## config.mk

```make
export PLATFORM = sky130hd
export DESIGN_NAME = piso_serializer
export DESIGN_NICKNAME = d
export VERILOG_FILES = /design/src/rtl/piso_serializer.sv
export SDC_FILE = /design/constraint.sdc
export NUM_CORES = 1
export LEC_CHECK = 0
export CORE_AREA = 10 10 47 49
export CTS_CLUSTER_SIZE = 24
export DETAILED_ROUTE_END_ITERATION = 12
export DIE_AREA = 0 0 57 59
export GPL_TIMING_DRIVEN = 0
export SYNTH_ARGS = -nofsm -noshare
export SYNTH_HDL_FRONTEND = slang
export SYNTH_SLANG_ARGS = --single-unit
```

## constraint.sdc

```tcl
create_clock -name clk -period 1.6 [get_ports clk]
set_input_delay 0.32 -clock clk [delete_from_list [all_inputs] [get_ports clk]]
set_output_delay 0.32 -clock clk [all_outputs]
set_load 0.1 [all_outputs]
```

## src/rtl/piso_serializer.sv

```systemverilog
// -----------------------------------------------------------------------------
// piso_serializer
//
// Parallel-in / serial-out serializer with a valid/ready load handshake and a
// per-bit consume enable (ser_en) on the serial side. A word accepted in one
// cycle shows its first bit on dout in the next cycle. A new word can be taken
// in the same cycle the last bit of the current word is consumed, so
// back-to-back words stream with no idle bit between them.
//
// Parameters
//   DATA_W     parallel word width (2..32)
//   MSB_FIRST  1: bit DATA_W-1 leaves first, 0: bit 0 leaves first
//
// Ports
//   clk         clock, all state changes on the rising edge
//   rst         synchronous reset, active low
//   in_valid    in_data holds a word offered for loading
//   in_data     parallel word
//   in_ready    word offered this cycle is accepted (combinational on ser_en)
//   ser_en      downstream consumes the current serial bit; 0 = stall
//   dout        serial data bit
//   dout_valid  dout carries a word bit
//   dout_first  dout is the first bit of its word
//   dout_last   dout is the last bit of its word
// -----------------------------------------------------------------------------
module piso_serializer #(
  parameter int DATA_W    = 4,
  parameter bit MSB_FIRST = 1'b1
) (
  input  logic              clk,
  input  logic              rst,
  input  logic              in_valid,
  input  logic [DATA_W-1:0] in_data,
  output logic              in_ready,
  input  logic              ser_en,
  output logic              dout,
  output logic              dout_valid,
  output logic              dout_first,
  output logic              dout_last
);

  localparam int              CNT_W    = $clog2(DATA_W);
  localparam logic [CNT_W-1:0] CNT_LAST = CNT_W'(DATA_W - 1);

  typedef enum logic {
    IDLE  = 1'b0,
    SHIFT = 1'b1
  } state_t;

  state_t              state_reg, state_next;
  logic [DATA_W-1:0]   shreg_reg, shreg_next;
  logic [CNT_W-1:0]    cnt_reg, cnt_next;

  logic [DATA_W-1:0]   shreg_shifted;
  logic                at_last;
  logic                accept;

  // ---------------------------------------------------------------------------
  // Shift network: every bit moves one place toward the output end and the
  // vacated position at the far end fills with zero.
  // ---------------------------------------------------------------------------
  generate
    for (genvar gi = 0; gi < DATA_W; gi++) begin : g_shift
      if (MSB_FIRST) begin : g_msb
        if (gi == 0) begin : g_fill
          assign shreg_shifted[gi] = 1'b0;
        end else begin : g_move
          assign shreg_shifted[gi] = shreg_reg[gi-1];
        end
      end else begin : g_lsb
        if (gi == DATA_W - 1) begin : g_fill
          assign shreg_shifted[gi] = 1'b0;
        end else begin : g_move
          assign shreg_shifted[gi] = shreg_reg[gi+1];
        end
      end
    end
  endgenerate

  assign at_last = (cnt_reg == CNT_LAST);

  // A word may be taken while idle, or while the last bit of the current word
  // is being consumed; the latter is what removes the bubble between words.
  assign in_ready = (state_reg == IDLE) ||
                    ((state_reg == SHIFT) && at_last && ser_en);
  assign accept   = in_valid && in_ready;

  // ---------------------------------------------------------------------------
  // Next-state and output logic
  // ---------------------------------------------------------------------------
  always_comb begin
    state_next = state_reg;
    shreg_next = shreg_reg;
    cnt_next   = cnt_reg;
    dout       = 1'b0;
    dout_valid = 1'b0;
    dout_first = 1'b0;
    dout_last  = 1'b0;

    case (state_reg)
      IDLE: begin
        if (accept) begin
          shreg_next = in_data;
          cnt_next   = '0;
          state_next = SHIFT;
        end
      end

      SHIFT: begin
        // Outputs depend only on registered state, so they hold steady
        // across a stall without any extra capture logic.
        dout       = MSB_FIRST ? shreg_reg[DATA_W-1] : shreg_reg[0];
        dout_valid = 1'b1;
        dout_first = (cnt_reg == '0);
        dout_last  = at_last;

        if (ser_en) begin
          if (!at_last) begin
            shreg_next = shreg_shifted;
            cnt_next   = cnt_reg + CNT_W'(1);
          end else if (accept) begin
            shreg_next = in_data;
            cnt_next   = '0;
          end else begin
            cnt_next   = '0;
            state_next = IDLE;
          end
        end
      end

      default: begin
        state_next = IDLE;
        cnt_next   = '0;
      end
    endcase
  end

  // ---------------------------------------------------------------------------
  // State registers
  // ---------------------------------------------------------------------------
  always_ff @(posedge clk) begin
    if (!rst) begin
      state_reg <= IDLE;
      shreg_reg <= '0;
      cnt_reg   <= '0;
    end else begin
      state_reg <= state_next;
      shreg_reg <= shreg_next;
      cnt_reg   <= cnt_next;
    end
  end

endmodule

```

=== Word-level counts from Yosys, hierarchy flattened ===
Index checks and enable logic that the tools add are counted.

* Flip-flop bits (word level): 7
* Input port bits: 8
* Output and inout port bits: 5
* Logic and storage cells: 30

* $add $sub $neg: 1
* Equality and inequality tests: 3
* Mux-type cells: 16
* Bitwise logic cells: 1
* Reductions and logical operators: 6

{| class="wikitable"
|+ Operators by type and width
! operator !! count
|-
| 4-bit two-way mux || 3
|-
| 4-bit one-hot mux with 2 select lines || 1
|-
| 1-bit two-way mux || 7
|-
| 2-bit two-way mux || 3
|-
| 2-bit != test, second input constant || 2
|-
| 2-bit one-hot mux with 2 select lines || 1
|-
| 1-bit logical AND || 3
|-
| 2-bit by 1-bit adder with 2-bit output, second input constant || 1
|-
| 2-bit == test, second input constant || 1
|-
| 2-bit logical NOT || 1
|-
| 1-bit one-hot mux with 2 select lines || 1
|-
| 2-bit AND reduction || 1
|-
| 1-bit logical OR || 1
|-
| 1-bit NOT || 1
|}

=== Longest topological paths before layout ===
* Depth after elaboration: 9
* Mapped depth: 5
* Gate-level depth less buffers: 4

=== Least setup slack after synthesis ===
No wires, ideal clock.

* Path kind: register to output
* Start: register state_reg
* End: output port dout
* Data arrival time: 2.018 ns
* Required time: 1.280 ns
* Path slack: -0.738 ns
* Cell stages (with the launch flop): 3
* Path buffers: 1
* Cell sequence: dfxtp_1 buf_6 and2_1

* Longest elaborated chain between the ends: 1

{| class="wikitable"
|+ Ends and longest elaborated chain
! element !! line !! text
|-
| from (decl) || 50 || <nowiki>state_t state_reg, state_next;</nowiki>
|-
| from (signal assigned) || 147 || <nowiki>state_reg <= state_next;</nowiki>
|-
| 1-bit two-way mux || 100 || <nowiki>case (state_reg)</nowiki>
|-
| to (decl) || 36 || <nowiki>output logic dout,</nowiki>
|}

Every way passes these cells.

=== Worst setup path after layout ===
* Start: register cnt_reg[0]
* End: output port dout_last

* Longest elaborated chain between the ends: 2

{| class="wikitable"
|+ Ends and longest elaborated chain
! element !! line !! text
|-
| from (decl) || 52 || <nowiki>logic [CNT_W-1:0] cnt_reg, cnt_next;</nowiki>
|-
| from (signal assigned) || 149 || <nowiki>cnt_reg <= cnt_next;</nowiki>
|-
| 2-bit == test || 80 || <nowiki>assign at_last = (cnt_reg == CNT_LAST);</nowiki>
|-
| 1-bit two-way mux || 100 ||
|-
| to (decl) || 39 || <nowiki>output logic dout_last</nowiki>
|}

Every way passes these cells.

==> impl_metrics.csv <==
group,metric,value,unit
run_status,status,"finished, final reports clean",
final_layout,fin_nets,85,
clock_tree,clockBufferDepth,2,
clock_tree,cts-buffers-inserted,3,
yosys,synth-compound-area-share,23.4,%
clock_tree,cts_max_level,1,
final_layout,final_cells,90,
floorplan,initial_core_util,32.4,%
global_route,use_met3,4.29,%
placement,dp_hpwl,800,um
global_route,grt_pass1_wl,2040,um
global_route,met2_usage,10.7,%
yosys,yosys.area_share.adder,5.51,%
sta,layout_worst_path_cycle_share,98.8,%
critical_path,crit_start,"cnt_reg[0]",
floorplan,io_pins,13,
yosys,yosysTopAreaCell,"dfxtp_1",
detailed_routing,drt_iter0_markers,6,
yosys,synth-simple-area-share,24.2,%
sta,slew_headroom,63.8,%
clock_tree,clkTransAtPathRegs,0.05,ns
sta,hold_violations,0,
detailed_routing,firstDrtPassIters,4,
critical_path,critPathKind,"flip-flop to output port",
detailed_routing,wirelength,1140,um
critical_path,start_kind,"flip-flop",
critical_path,required,1.28,ns
yosys,synthArstFlopShare,0,%
yosys,syn_inst,56,
placement,dp.cells,83,
yosys,ys_top_cells_by_area,"dfxtp_1, mux2i_1, ha_1",
sta,fmax,632,MHz
placement,place_area,594,um2
critical_path,worstReg2RegStart,"cnt_reg[0]",
global_route,grt_max_degree,11,
detailed_routing,ant_nets,0,
placement,gp_congestion,0.692,
yosys,synth_top_family_by_area,"simple AND/OR/NAND/NOR gates",
global_route,busiest_layer,"met2",
yosys,ys_types,26,
final_layout,drive_gt1_share,29.7,%
detailed_routing,vias_per_cell,5.16,
detailed_routing,drc,0,
floorplan,num_rows,14,
clock_tree,worstSkewPairLatency,0.26,ns
power,peakVddDrop,0.450,mV
floorplan,die_x,57,um
detailed_routing,routedWlPerCell,12.6,um
yosys,synthTopCellsByCount,"dfxtp_1, inv_1, nor2_1",
yosys,muxShareOfSynthArea,6.61,%
final_layout,largest_reg_flops,4,
global_route,antenna_found_initial,0,
power,power_density,751,mW/mm2
power,power.total,0.000502,W
clock_tree,cts.hold.buffers_added,0,
sta,fin_crit,1.58,ns
yosys,synth-xor-area-share,0,%
yosys,synth_seq_cells,7,
yosys,yosysWarnings,0,
yosys,avgSynthCellArea,8.11,um2
final_layout,stdcell_area,668,um2
final_layout,n_antenna_cell,0,
critical_path,critical_path.max_fanout,4,
yosys,synth_most_common_cell,"dfxtp_1",
final_layout,synthToLayoutAreaGrowth,47.1,%
clock_tree,cts_root_buf,"clkbuf_4",
yosys,synth_enable_flop_cells,0,
sta,skew,0.00650,ns
clock_tree,cts_sinks,7,
hold_path,hold_path_class,"primary input to flip-flop",
sta,maxSlewViolCount,0,
global_route,first_global_vias,483,
clock_tree,cts_tree,"built",
hold_path,holdCritStartpoint,"in_valid",
floorplan,die_area,0.00336,mm2
yosys,yosysSeqAreaShare,30.9,%
yosys,synth_fp_nets,66,
floorplan,die_y,59,um
yosys,synth_area,454,um2
critical_path,end_kind,"output port",
yosys,netlist.area_leader.share,30.9,%
run,cap_violations,0,
global_route,grt_use_met1,8.12,%
power,p_leak,0.274,nW
sta,worst_pin_slew,0.546,ns
sta,rsz0062_at_grt,"yes",
placement,port_buffers,11,
yosys,synth_flop_cell,"dfxtp_1",
critical_path,worstPathArrival,1.26,ns
global_route,grt_overflow,0,
sta,finalSetupViolations,0,
global_route,grt_usage,7.75,%
floorplan,design.core.area,0.00140,mm2
detailed_routing,vias,464,
==> power by group <==
part / switching (W) / total (W) / internal (W)
logic: 0.0000864 / 0.000141 / 0.0000543
registers: 0.00000903 / 0.000194 / 0.000185
clock network: 0.0000713 / 0.000167 / 0.0000956
total: 0.000167 / 0.000502 / 0.000335
==> per-stage QoR <==
| step | hold slack [ns] | utilization (%) | setup WS [ns] | TNS [ns] |
|---|---|---|---|---|
| 2_1_floorplan | 0.448 | - | 0.0859 | 0 |
| 3_3_place_gp | 0.508 | 42.4 | -0.927 | -2.82 |
| 3_5_place_dp | 0.506 | 42.4 | -0.922 | -2.81 |
| 4_1_cts | 0.441 | 47.0 | 0.00683 | 0 |
| 5_1_grt | 0.479 | 47.7 | -0.0191 | -0.0191 |
| 6_report | 0.450 | 47.7 | 0.0184 | 0 |
==> critical path, cell delays in order, from the launching register on <==
cell and delay (ns):
dfxtp_2 0.33, ha_1 0.20, buf_6 0.12, and2_2 0.20
buf_12 0.16
==> layout by cell type (no fill, tap or decap), drive strengths merged <==
| master | n |
|---|---|
| ha | 2 |
| buf | 10 |
| nor2 | 5 |
| clkdlybuf4s15 | 1 |
| dfxtp | 7 |
| a31oi | 1 |
| nand3b | 2 |
| nor2b | 2 |
| nand4 | 1 |
| o21ai | 3 |
| a21boi | 2 |
| o31a | 2 |
| inv | 5 |
| nand2 | 2 |
| nand2b | 3 |
| a32oi | 2 |
| mux2i | 3 |
| a211oi | 1 |
| clkbuf | 4 |
| nand3 | 2 |
| dlygate4sd2 | 1 |
| and2 | 3 |
| a21oi | 4 |
| clkdlybuf4s50 | 5 |
| o211ai | 1 |
==> logic make-up (layout without fill, tap and decap cells) <==
| kind of cell | count (synthesis) | in the layout |
|---|---|---|
| simple gates | 20 | 20 |
| compound gates | 16 | 16 |
| buf+inv | 8 | 26 |
| flops | 7 | 7 |
| mux | 3 | 3 |
| fa+ha+maj | 2 | 2 |
==> final cells by class <==
class	count	area [um2]
Clock buffer	4	26.3
Timing Repair Buffer	14	151
Buffer	3	27.5
Multi-Input combinational cell	41	278
Sequential cell	7	146
Inverter	5	18.8
Tap cell	16	20.0
Fill cell	148	733
==> layer usage <==
layer	up-vias	wire (um)	share of wire, %
li1	232	-	-
met1	215	503	44
met2	13	491	43
met3	4	106	9.3
met4	0	34	3.0
met5	-	0	0
==> timing repair <==
action                                  CTS  global route
endpoints found under the setup margin    5             3
setup buffers                             3             0
resized for setup                        35             3
==> path summary, 6_finish.rpt <==
check	to	slack (ns)	depth (start not counted)
max	dout_last	0.02	4
max reg2reg	shreg_reg[2]	0.30	6
min	shreg_reg[1]	0.45	3
min reg2reg	cnt_reg[1]	0.50	2
Power figures use the tool's default switching activity.
